### config.mk
export PLATFORM = sky130hd
export DESIGN_NAME = cache_port_arbiter
export DESIGN_NICKNAME = d
export VERILOG_FILES = /design/src/rtl/cache_pkg.sv /design/src/rtl/arb_grant_sel.sv /design/src/rtl/cache_port_arbiter.sv
export SDC_FILE = /design/constraint.sdc
export NUM_CORES = 1
export LEC_CHECK = 0
export CAP_MARGIN = 10
export CORE_MARGIN = 4
export CORE_UTILIZATION = 25
export CTS_CLUSTER_DIAMETER = 50
export DETAILED_ROUTE_END_ITERATION = 10
export MAX_ROUTING_LAYER = met4
export PLACE_DENSITY_LB_ADDON = 0.15
export SETUP_SLACK_MARGIN = 0.2
export SKIP_LAST_GASP = 1
export SLEW_MARGIN = 5
export SYNTH_ARGS = -nofsm -noshare
export SYNTH_HDL_FRONTEND = slang
export SYNTH_SLANG_ARGS = --single-unit
### constraint.sdc
create_clock -name clk -period 3.3 [get_ports clk]
set_input_delay 0.66 -clock clk [delete_from_list [all_inputs] [get_ports clk]]
set_output_delay 0.66 -clock clk [all_outputs]
set_load 0.02 [all_outputs]
### src/rtl/cache_pkg.sv
// Shared definitions for the cache, its CPU-side port arbiter and the pipeline.
// Holds the word-address geometry of the 4-set, 2-word-block cache and the
// arbiter state/owner types.
package cache_pkg;

    localparam int unsigned ADDR_W = 6;
    localparam int unsigned TAG_W  = 3;
    localparam int unsigned IDX_W  = 2;
    localparam int unsigned OFF_W  = 1;
    localparam int unsigned WORD_W = 32;

    // Word address layout: { tag[5:3], index[2:1], offset[0] }
    localparam int unsigned TAG_MSB = 5;
    localparam int unsigned TAG_LSB = 3;
    localparam int unsigned IDX_MSB = 2;
    localparam int unsigned IDX_LSB = 1;
    localparam int unsigned OFF_BIT = 0;

    typedef enum logic [2:0] {
        ARB_IDLE,
        ARB_ISSUE,
        ARB_WAIT_RD,
        ARB_WAIT_WR,
        ARB_RESP
    } arbState_t;

    typedef enum logic {
        OWNER_I = 1'b0,
        OWNER_D = 1'b1
    } arbOwner_t;

    // Request captured at grant time; drives the cache port until RESP.
    typedef struct packed {
        arbOwner_t           owner;
        logic                we;
        logic [ADDR_W-1:0]   addr;
        logic [WORD_W-1:0]   wdata;
    } arbLatch_t;

endpackage

### src/rtl/arb_grant_sel.sv
// Winner selection between the instruction and data requesters.
// Data wins by default; once MAX_D_STREAK consecutive data grants have been
// made while an instruction request was waiting, the instruction port wins.
// Ports:
//   clk, reset   - clock / synchronous active-high reset
//   i_req, d_req - raw request levels from the two requesters
//   grantEn      - arbiter is in IDLE and will latch the winner this cycle
//   grantValid   - at least one request is pending
//   grantOwner   - selected winner (meaningful only with grantValid)
module arb_grant_sel
    import cache_pkg::*;
#(
    parameter int unsigned MAX_D_STREAK = 4
) (
    input  logic      clk,
    input  logic      reset,
    input  logic      i_req,
    input  logic      d_req,
    input  logic      grantEn,
    output logic      grantValid,
    output arbOwner_t grantOwner
);

    localparam int unsigned STREAK_W = $clog2(MAX_D_STREAK + 1);

    logic [STREAK_W-1:0] streak;
    logic                streakFull;

    assign streakFull = (streak == STREAK_W'(MAX_D_STREAK));

    always_comb begin
        grantValid = i_req | d_req;
        grantOwner = OWNER_I;
        if (d_req && !(i_req && streakFull)) begin
            grantOwner = OWNER_D;
        end
    end

    // Only data grants that overtake a waiting instruction request count
    // towards the streak; any instruction grant restarts it.
    always_ff @(posedge clk) begin
        if (reset) begin
            streak <= '0;
        end else if (grantEn && grantValid) begin
            if (grantOwner == OWNER_I) begin
                streak <= '0;
            end else if (i_req && !streakFull) begin
                streak <= streak + 1'b1;
            end
        end
    end

endmodule

### src/rtl/cache_port_arbiter.sv
// Arbitrates the single CPU-side cache port between instruction fetch
// (read-only) and the memory stage (read/write).
// Ports:
//   clk, reset                   - clock / synchronous active-high reset
//   i_req, i_addr                - instruction read request (held until i_ack)
//   i_ack, i_rdata               - one-cycle completion pulse and data
//   d_req, d_we, d_addr, d_wdata - data request (held until d_ack)
//   d_ack, d_rdata               - one-cycle completion pulse and data
//   c_read, c_write              - one-cycle cache request strobes
//   c_tag, c_index, c_offset     - latched address split for the cache
//   c_wdata                      - latched write data
//   c_rdata, c_hit               - cache read data and read-complete pulse
//   c_stall                      - cache refill status (informational only)
//   busy                         - arbiter not in IDLE
//   timeout_err                  - sticky flag, a read was abandoned
module cache_port_arbiter
    import cache_pkg::*;
#(
    parameter int unsigned WRITE_CYCLES   = 3,
    parameter int unsigned TIMEOUT_CYCLES = 64,
    parameter int unsigned MAX_D_STREAK   = 4
) (
    input  logic              clk,
    input  logic              reset,
    input  logic              i_req,
    input  logic [ADDR_W-1:0] i_addr,
    output logic              i_ack,
    output logic [WORD_W-1:0] i_rdata,
    input  logic              d_req,
    input  logic              d_we,
    input  logic [ADDR_W-1:0] d_addr,
    input  logic [WORD_W-1:0] d_wdata,
    output logic              d_ack,
    output logic [WORD_W-1:0] d_rdata,
    output logic              c_read,
    output logic              c_write,
    output logic [TAG_W-1:0]  c_tag,
    output logic [IDX_W-1:0]  c_index,
    output logic [OFF_W-1:0]  c_offset,
    output logic [WORD_W-1:0] c_wdata,
    input  logic [WORD_W-1:0] c_rdata,
    input  logic              c_hit,
    input  logic              c_stall,
    output logic              busy,
    output logic              timeout_err
);

    localparam int unsigned CNT_MAX = (TIMEOUT_CYCLES > WRITE_CYCLES) ? TIMEOUT_CYCLES : WRITE_CYCLES;
    localparam int unsigned CNT_W   = $clog2(CNT_MAX + 1);

    // Counter value seen in the last wait cycle before moving to RESP.
    localparam logic [CNT_W-1:0] WR_LAST = CNT_W'(WRITE_CYCLES - 1);
    localparam logic [CNT_W-1:0] TO_LAST = CNT_W'(TIMEOUT_CYCLES - 1);

    arbState_t        state;
    arbState_t        stateNext;
    arbLatch_t        lat;
    logic [CNT_W-1:0] cnt;

    logic             grantEn;
    logic             grantValid;
    arbOwner_t        grantOwner;

    logic             latchEn;
    logic             rdHit;
    logic             rdTimeout;
    logic             wrDone;
    logic [WORD_W-1:0] respData;

    // c_stall only reports refill activity; sequencing is driven by c_hit.
    logic             unusedStall;
    assign unusedStall = c_stall;

    arb_grant_sel #(
        .MAX_D_STREAK (MAX_D_STREAK)
    ) u_grantSel (
        .clk        (clk),
        .reset      (reset),
        .i_req      (i_req),
        .d_req      (d_req),
        .grantEn    (grantEn),
        .grantValid (grantValid),
        .grantOwner (grantOwner)
    );

    assign grantEn = (state == ARB_IDLE);
    assign busy    = (state != ARB_IDLE);

    assign c_tag    = lat.addr[TAG_MSB:TAG_LSB];
    assign c_index  = lat.addr[IDX_MSB:IDX_LSB];
    assign c_offset = lat.addr[OFF_BIT];
    assign c_wdata  = lat.wdata;

    always_ff @(posedge clk) begin
        if (reset) begin
            state <= ARB_IDLE;
        end else begin
            state <= stateNext;
        end
    end

    always_comb begin
        stateNext = state;
        c_read    = 1'b0;
        c_write   = 1'b0;
        i_ack     = 1'b0;
        d_ack     = 1'b0;
        latchEn   = 1'b0;
        rdHit     = 1'b0;
        rdTimeout = 1'b0;
        wrDone    = 1'b0;
        unique case (state)
            ARB_IDLE: begin
                if (grantValid) begin
                    latchEn   = 1'b1;
                    stateNext = ARB_ISSUE;
                end
            end
            ARB_ISSUE: begin
                c_read    = ~lat.we;
                c_write   = lat.we;
                stateNext = lat.we ? ARB_WAIT_WR : ARB_WAIT_RD;
            end
            ARB_WAIT_RD: begin
                // A hit in the final wait cycle still wins over the timeout.
                if (c_hit) begin
                    rdHit     = 1'b1;
                    stateNext = ARB_RESP;
                end else if (cnt == TO_LAST) begin
                    rdTimeout = 1'b1;
                    stateNext = ARB_RESP;
                end
            end
            ARB_WAIT_WR: begin
                if (cnt == WR_LAST) begin
                    wrDone    = 1'b1;
                    stateNext = ARB_RESP;
                end
            end
            ARB_RESP: begin
                i_ack     = (lat.owner == OWNER_I);
                d_ack     = (lat.owner == OWNER_D);
                stateNext = ARB_IDLE;
            end
            default: begin
                stateNext = ARB_IDLE;
            end
        endcase
    end

    assign respData = rdHit ? c_rdata : '0;

    // rdata registers load on the way into RESP so the data is valid
    // together with the ack and then simply holds.
    always_ff @(posedge clk) begin
        if (reset) begin
            lat         <= '0;
            cnt         <= '0;
            i_rdata     <= '0;
            d_rdata     <= '0;
            timeout_err <= 1'b0;
        end else begin
            if (latchEn) begin
                lat.owner <= grantOwner;
                if (grantOwner == OWNER_D) begin
                    lat.we    <= d_we;
                    lat.addr  <= d_addr;
                    lat.wdata <= d_wdata;
                end else begin
                    lat.we    <= 1'b0;
                    lat.addr  <= i_addr;
                    lat.wdata <= '0;
                end
            end

            if (state == ARB_ISSUE) begin
                cnt <= '0;
            end else if ((state == ARB_WAIT_RD) || (state == ARB_WAIT_WR)) begin
                cnt <= cnt + 1'b1;
            end

            if (rdHit || rdTimeout || wrDone) begin
                if (lat.owner == OWNER_I) begin
                    i_rdata <= respData;
                end else begin
                    d_rdata <= respData;
                end
            end

            if (rdTimeout) begin
                timeout_err <= 1'b1;
            end
        end
    end

endmodule

* After elaboration in Yosys (flattened, before gate mapping) *
Index checks and enable logic that the tools add are counted.

word-level totals
  register bits = 118
  bits in latches = 0
  RAM bits = 0
  memory bits (read-only) = 0
  bits of input ports = 83
  output and inout port bits = 108
  logic and storage cells = 66
  memories = 0

operators by class
  $add $sub $neg = 2
  multiply operators = 0
  divide/modulo/power cells = 0
  magnitude comparators = 0
  equal/unequal tests = 11
  shift operators = 0
  mux-type cells = 24
  bitwise logic cells = 3
  reduce and logical (&&, ||, !) cells = 16

operators by type and width
  cell                                                 number
  two-way mux 39 bit                                   1
  two-way mux 32 bit                                   1
  two-way mux 3 bit                                    6
  two-way mux 1 bit                                    15
  one-hot mux 3 bit (4 select lines)                   1
  adder 7 x 1 -> 7 bit, second input constant          1
  equality test 7 x 2 -> 1 bit, second input constant  1
  equality test 7 x 6 -> 1 bit, second input constant  1
  equality test 3 x 2 -> 1 bit, second input constant  2
  equality test 3 bit, second input constant           2
  AND reduction 2 bit                                  3
  logical AND 1 bit                                    4
  != test 2 bit, second input constant                 2
  adder 3 x 1 -> 3 bit, second input constant          1
  equality test 3 x 1 -> 1 bit, second input constant  1
  zero test 3 bit                                      1
  logical OR 1 bit                                     3
  != test 3 bit, second input constant                 1
  AND reduction 3 bit                                  1
  nonzero test 3 bit                                   1
  zero test 1 bit                                      2
  != test 2 x 1 -> 1 bit, second input constant        1
  inverter 1 bit                                       2
  OR reduction 2 bit                                   1
  bitwise OR 1 bit                                     1

* Longest topological paths before layout *
Gate-level depths: netlist of run 1.

  depth in word-level cells = 7
  mapped depth = 8
  gate-level depth less buffers = 6

* By module *
Synthesis of run 1 repeated with hierarchy kept, for this count alone.

unflattened totals
  cells, all modules = 552
  area total of the unflattened synthesis = 5121.2 um^2

modules (own cells, without submodules)
  module              times used  cells an instance  area an instance (um^2)  seq. area each (um^2)
  cache_port_arbiter  1           529                4941.0                   2302.2
  arb_grant_sel       1           23                 180.2                    60.1

* Least setup slack after synthesis of run 1 *
No wires, ideal clock.

  path kind = reg2out
  from = register state[0]
  to = output i_ack
  arrival time = 1.184 ns
  data required time = 2.640 ns
  path slack = 1.456 ns
  stages on the path, launching flop included = 3
  path buffers = 1
  cell sequence = dfxtp_1 > buf_2 > nor4b_1

between the ends
  longest elaborated chain between the ends = 2

ends and longest elaborated chain
  item                      RTL line                   source
  start: declaration        cache_port_arbiter.sv:55   arbState_t state;
  start signal: assignment  cache_port_arbiter.sv:98   state <= stateNext;
  equality test 3 bit       cache_port_arbiter.sv:112  unique case (state)
  two-way mux 1 bit         cache_port_arbiter.sv:112
  end: declaration          cache_port_arbiter.sv:27   output logic i_ack,

Every way passes these cells.

* Worst setup path in the final report of run 1 *
Ends and elaborated chain as after synthesis.

==> metrics.yaml, run 1 <==
yosys.area_share.simple_pct: 20.3
synth_fa_ha_area_share_pct: 1.01
p_leak_nw: 2.82
finalSetupViolations: 0
cts_buffers: 17
synth.yosys.seq_area_share_pct: 47.7
path_max_fanout: 11
via_per_inst: 4.28
die-area_sq_um: 22100
core_sq_um: 19500
fin_setup_tns_ns: 0
synthCells: 519
p_sw_mw: 0.938
cp.buffers_inverters: 1
irDropWorstVdd_mv: 0.331
max-cap-violations: 0
fin_skew_ns: 0.00858
cts.sinks: 118
vias: 4021
cts_resized: 0
cts_max_level: 4
cts.clk_slew.worst_paths_ns: 0.05
grt_start_max_net_pins: 69
rsz0062_at_grt: "no"
hold_violations: 0
cp_top_family: "buffers and inverters"
insertion_delay_ns: 0.41
drc: 0
overflow: 0
synth_seq_cells: 118
die_w_um: 149
io_pins: 191
hpwl_um: 9410
ys_warn_count: 0
worstPathArrival_ns: 1.92
start_util_pct: 25.5
power_density_nw_per_um2: 538
clock_path_buffers: 2
drt-initial-drc-count: 149
synth-compound-area-share_pct: 7.67
grt_pass1_vias: 4137
slew_violations: 0
crit_chain: "nor4b_1, clkdlybuf4s50_1"
area_delta_synth_final_pct: 49.7
critPathKind: "reg -> out"
hold_depth: 2
hp-start: "d_rdata[23]$_SDFFE_PP0P_"
post-place-ws_ns: 0.434
hold_buffers: 0
outcome: "finished, final reports clean"
muxShareOfSynthArea_pct: 12.9
post-route-min-period_ns: 2.58
syn_nets: 606
hp-class: "reg -> reg"
max_freq_mhz: 388
antenna_found_initial: 1
drt-pass1-iter-count: 4
combPwrFrac_pct: 12.9
r2r_cells: 3
place.gp.congestion: 0.755
portBuffers: 189
power.internal_mw: 3.05
fin_area_sq_um: 7420
placed_cell_area_sq_um: 6790
layout-drive-gt1-share_pct: 6.24
rrSetupSlack_ns: 0.96
critPathLaunchType: "flip-flop"
pwr-share-clk_pct: 49.0
totalWireLength_um: 13600
grt_pass1_wl_um: 21400
synth_top_family_by_area: "simple AND/OR/NAND/NOR gates"
cts-root-buf: "clkbuf_16"
r2r-start: "state[1]$_SDFFE_PP0P_"
wl_per_cell_um: 14.5
cp.required_ns: 2.64
setup_ws_ns: 0.721
cts_tree: "yes"
crit_path_end_kind: "primary output"
track_usage_pct: 12.6
post_synth.cell_area_avg_sq_um: 9.55
ys_types: 38
rows: 51
cp_slowest_stage_delay_ns: 0.72
die_y_um: 149
r2r_end: "i_rdata[1]$_SDFFE_PP0P_"
min_period_over_period_pct: 78.2
hold_path_end: "d_rdata[23]$_SDFFE_PP0P_"
switching_share_pct: 23.5
postRouteAntennaNets: 0
pwr-share-seq_pct: 38.0
relSlewSlack_pct: 25.3
syn_area_sq_um: 4960
cts_setup_buffers: 0
final_util_pct: 38.1
layout.nets: 749
max_slew.worst_pin.slew_ns: 1.12
cp_slowest_cell: "clkdlybuf4s50_1"
synth_xor_area_share_pct: 1.06
-- worst max-delay path by stage --
stage	startpoint	to	slack [ns]	depth (start not counted)
floorplan	state[0]$_SDFFE_PP0P_	i_ack	1.46	2
global placement	c_hit	i_rdata[5]$_SDFFE_PP0P_	0.47	4
detailed placement	c_hit	i_rdata[23]$_SDFFE_PP0P_	0.43	4
CTS	state[0]$_SDFFE_PP0P_	busy	0.70	3
global route	state[0]$_SDFFE_PP0P_	busy	0.60	3
finish	state[0]$_SDFFE_PP0P_	i_ack	0.72	2
-- cell type report --
| cell class | count | area [sq um] |
|---|---|---|
| Sequential cell | 118 | 2360 |
| Clock inverter | 9 | 150 |
| Timing Repair Buffer | 195 | 1950 |
| Fill cell | 1943 | 12000 |
| Antenna cell | 1 | 2.50 |
| Clock buffer | 21 | 470 |
| Multi-Input combinational cell | 325 | 2130 |
| Inverter | 5 | 18.8 |
| Tap cell | 265 | 332 |
-- power groups by stage --
stage | clock network, mW | registers (mW) | logic (mW)
global route | 2.08 | 1.52 | 0.562
CTS | 2.01 | 1.52 | 0.526
global placement | 0 | 1.54 | 0.519
floorplan | 0 | 1.54 | 0.331
detailed placement | 0 | 1.55 | 0.524
finish | 1.96 | 1.52 | 0.516
-- metal layers --
metal,part of all wire (%),GRT usage [%]
met4,1.6,4.71
met5,0,-
met2,43,18.8
met3,7.9,4.86
met1,47,15.5
-- cell usage in the layout, fill, tap and decap left out, drive strengths merged, types with 2 or more instances in the layout --
cell,synthesis,final
buf,49,7
and3,5,5
a21oi,5,5
nor3,3,3
dfxtp,118,118
ha,4,4
nor2,55,55
inv,5,5
clkbuf,22,21
nand3,3,3
xor2,4,4
nand4,4,4
nand2b,65,65
mux2i,64,64
clkinvlp,0,2
o21ai,2,2
a22oi,33,33
xnor2,2,2
clkdlybuf4s50,0,188
nor2b,2,2
a311oi,7,7
or3,2,2
clkinv,0,3
bufinv,0,4
nand2,53,53
-- per-stage QoR --
step | power, mW | hold slack (ns) | cells
finish | 3.99 | 0.472 | 939
floorplan | 1.87 | 0.449 | 519
global placement | 2.06 | 0.460 | 908
detailed placement | 2.07 | 0.461 | 908
CTS | 4.06 | 0.473 | 938
global route | 4.17 | 0.493 | 939
-- tightest hold or removal path, delay by kind of cell (launching register included) --
kind,cells,cell delay [ns]
flops,1,0.30
simple gates,1,0.06
mux,1,0.06
-- synth_stat cells --
library cell	count	area (sq um)
nor4bb_1	1	10.0
xor2_1	4	35.0
o21ai_1	1	5.00
nor3_1	2	10.0
nor3_2	1	10.0
nor4b_1	1	8.76
mux2i_1	64	641
a22oi_1	33	248
ha_1	4	50.1
nand2b_1	65	407
and2_1	1	6.26
nor2_1	55	206
buf_4	37	278
or3_1	2	12.5
a21oi_1	5	25.0
nand4_2	1	12.5
and4_1	1	8.76
a311oi_1	7	61.3
a311o_1	1	10.0
inv_1	5	18.8
and4b_1	1	10.0
nor3b_1	1	7.51
xnor2_1	2	17.5
nand3_1	3	15.0
and2b_1	1	7.51
and3_1	5	31.3
a2bb2oi_1	1	8.76
clkbuf_1	22	82.6
nand4_1	3	18.8
nand2_1	53	199
nor4_2	1	12.5
o21ai_0	1	5.00
buf_2	8	40.0
nor2b_1	2	12.5
a211oi_1	1	7.51
dfxtp_1	118	2360
a21bo_2	1	10.0
buf_6	4	45.0
-- flip-flops by register name, summed over array words and instances, names as in the netlist --
signal / count
i_rdata: 32
c_tag: 3
lat: 2
c_offset: 1
c_index: 2
timeout_err: 1
u_grantSel.streak: 3
d_rdata: 32
cnt: 7
c_wdata: 32
state: 3
-- cell families (layout without fill, tap and decap cells) --
family / after synthesis / after routing
other cells: 0 / 1
mux: 64 / 64
compound gates: 51 / 51
fa+ha+maj: 4 / 4
simple gates: 200 / 200
xor+xnor: 6 / 6
buf+inv: 76 / 230
flops: 118 / 118
(Power assumes the default switching activity.)
==> run 2: changes to the inputs <==
==> constraint.sdc (replaced) <==
create_clock -name clk -period 2.5 [get_ports clk]
set_input_delay 0.5 -clock clk [delete_from_list [all_inputs] [get_ports clk]]
set_output_delay 0.5 -clock clk [all_outputs]
set_load 0.02 [all_outputs]
==> run 2 against run 1 <==
Combinational power increased by 33%. Cell count increased by 0.32%. Critical path type unchanged. Hold slack got worse by 0.0047 ns. Sequential share of layout area decreased by 0.28 points. Highest routed layer unchanged. Largest power group unchanged. Design area increased by 0.93%.
==> metrics.yaml, run 2 (same netlist as run 1, synthesis figures left out) <==
outcome: "finished, final reports clean"
fin_setup_tns_ns: 0
cts_max_level: 4
slew_violations: 0
cp_slowest_stage_delay_ns: 0.48
rrSetupSlack_ns: 0.58
totalWireLength_um: 13900
portBuffers: 189
drc: 0
place.gp.congestion: 0.769
layout-drive-gt1-share_pct: 6.94
start_util_pct: 25.5
cp-endpoint: "c_write"
insertion_delay_ns: 0.41
layout.nets: 751
track_usage_pct: 13.0
relSlewSlack_pct: 70.3
finalSetupViolations: 0
worstPathArrival_ns: 1.54
hold_violations: 0
r2r_cells: 5
die_w_um: 149
cp_slowest_cell: "dfxtp_1"
irDropWorstVdd_mv: 0.437
cts-root-buf: "clkbuf_16"
die-area_sq_um: 22100
cts_tree: "yes"
max_freq_mhz: 491
r2r_end: "i_rdata[11]$_SDFFE_PP0P_"
power_density_nw_per_um2: 722
drt-pass1-iter-count: 4
n_antenna_cell: 0
antenna_found_initial: 0
io_pins: 191
max_slew.worst_pin.slew_ns: 0.445
final_common_cell: "clkdlybuf4s50_1"
r2r-start: "state[1]$_SDFFE_PP0P_"
postRouteAntennaNets: 0
vias: 4078
critPathLaunchType: "flip-flop"
rows: 51
rsz0062_at_grt: "no"
cts.sinks: 118
hold_buffers: 0
wl_per_cell_um: 14.7
grt_pass1_vias: 4273
drt-initial-drc-count: 162
crit_start: "state[1]$_SDFFE_PP0P_"
grt_start_max_net_pins: 42
hold_depth: 2
cp.required_ns: 2.00
crit_chain: "nor2_1, and3_1, dlygate4sd2_1"
clock_path_buffers: 2
area_delta_synth_final_pct: 51.0
hp-class: "reg -> reg"
critPathKind: "reg -> out"
fin_skew_ns: 0.0110
post-route-min-period_ns: 2.04
path_max_fanout: 7
core_sq_um: 19500
min_period_over_period_pct: 81.5
cts_buffers: 17
overflow: 0
nFillCells: 1953
max-cap-violations: 0
grt_pass1_wl_um: 22000
final_cell_mix: "183 x clkdlybuf4s50_1, 117 x dfxtp_1, 65 x nand2b_1"
crit_path_end_kind: "primary output"
cts_setup_buffers: 0
final_util_pct: 38.5
cts.clk_slew.worst_paths_ns: 0.05
via_per_inst: 4.33
die_y_um: 149
p_leak_nw: 2.90
hpwl_um: 9450
run 2: final cells by class:
type	count	area, sq um	share of cell area (%)
inverters	5	18.8	0.251
well taps	265	332	4.43
repair buffers	197	1980	26.4
flip-flops and latches	118	2360	31.6
clock buffers	20	457	6.10
clock inverters	12	199	2.66
multi-input cells	325	2140	28.6
run 2: critical path, delay by kind of cell, from the launching register on:
family        cells  cell delay [ns]
buf+inv           1             0.33
simple gates      2             0.32
flops             1             0.48
run 2: repair_timing:
action | in CTS | in global routing
setup endpoints to repair | 5 | 2
pin swaps | 0 | 1
gates resized for setup | 5 | 2
endpoints found under the hold margin | 0 | 0
run 2: per-stage QoR:
step           instance area [sq um]  std cells  hold slack (ns)  setup slack (ns)  power [mW]
4_1_cts                         7480        942            0.467             0.131        5.50
6_report                        7490        942            0.467             0.462        5.41
3_5_place_dp                    6820        910            0.464             0.353        2.74
3_3_place_gp                    6820        910            0.458             0.381        2.73
5_1_grt                         7490        942            0.495             0.358        5.64
2_1_floorplan                   4960        519            0.449             0.816        2.47
run 2: routing by layer:
metal | GRT usage, % | wire (um) | vias to the layer above | share of wire, %
met5 | - | 0 | - | 0
met1 | 15.8 | 6250 | 1919 | 45
met3 | 4.62 | 1110 | 14 | 8.0
met2 | 20.2 | 6360 | 146 | 46
li1 | - | - | 1999 | -
met4 | 4.03 | 154 | 0 | 1.1
run 2: worst min-delay path by stage:
stage | endpoint | startpoint
3_5_place_dp | i_rdata[19]$_SDFFE_PP0P_ | i_rdata[19]$_SDFFE_PP0P_
4_1_cts | timeout_err$_SDFFE_PP0P_ | reset
2_1_floorplan | u_grantSel.streak[1]$_SDFFE_PP0P_ | u_grantSel.streak[1]$_SDFFE_PP0P_
5_1_grt | i_rdata[19]$_SDFFE_PP0P_ | i_rdata[19]$_SDFFE_PP0P_
3_3_place_gp | i_rdata[16]$_SDFFE_PP0P_ | i_rdata[16]$_SDFFE_PP0P_
6_report | i_rdata[19]$_SDFFE_PP0P_ | i_rdata[19]$_SDFFE_PP0P_
run 2: where the power goes:
| group | switching (mW) | internal [mW] | leakage [nW] | total (mW) |
|---|---|---|---|---|
| clock network | 0.892 | 1.82 | 0.320 | 2.71 |
| logic | 0.341 | 0.345 | 1.62 | 0.686 |
| registers | 0.0534 | 1.95 | 0.957 | 2.01 |
| total | 1.29 | 4.12 | 2.90 | 5.41 |
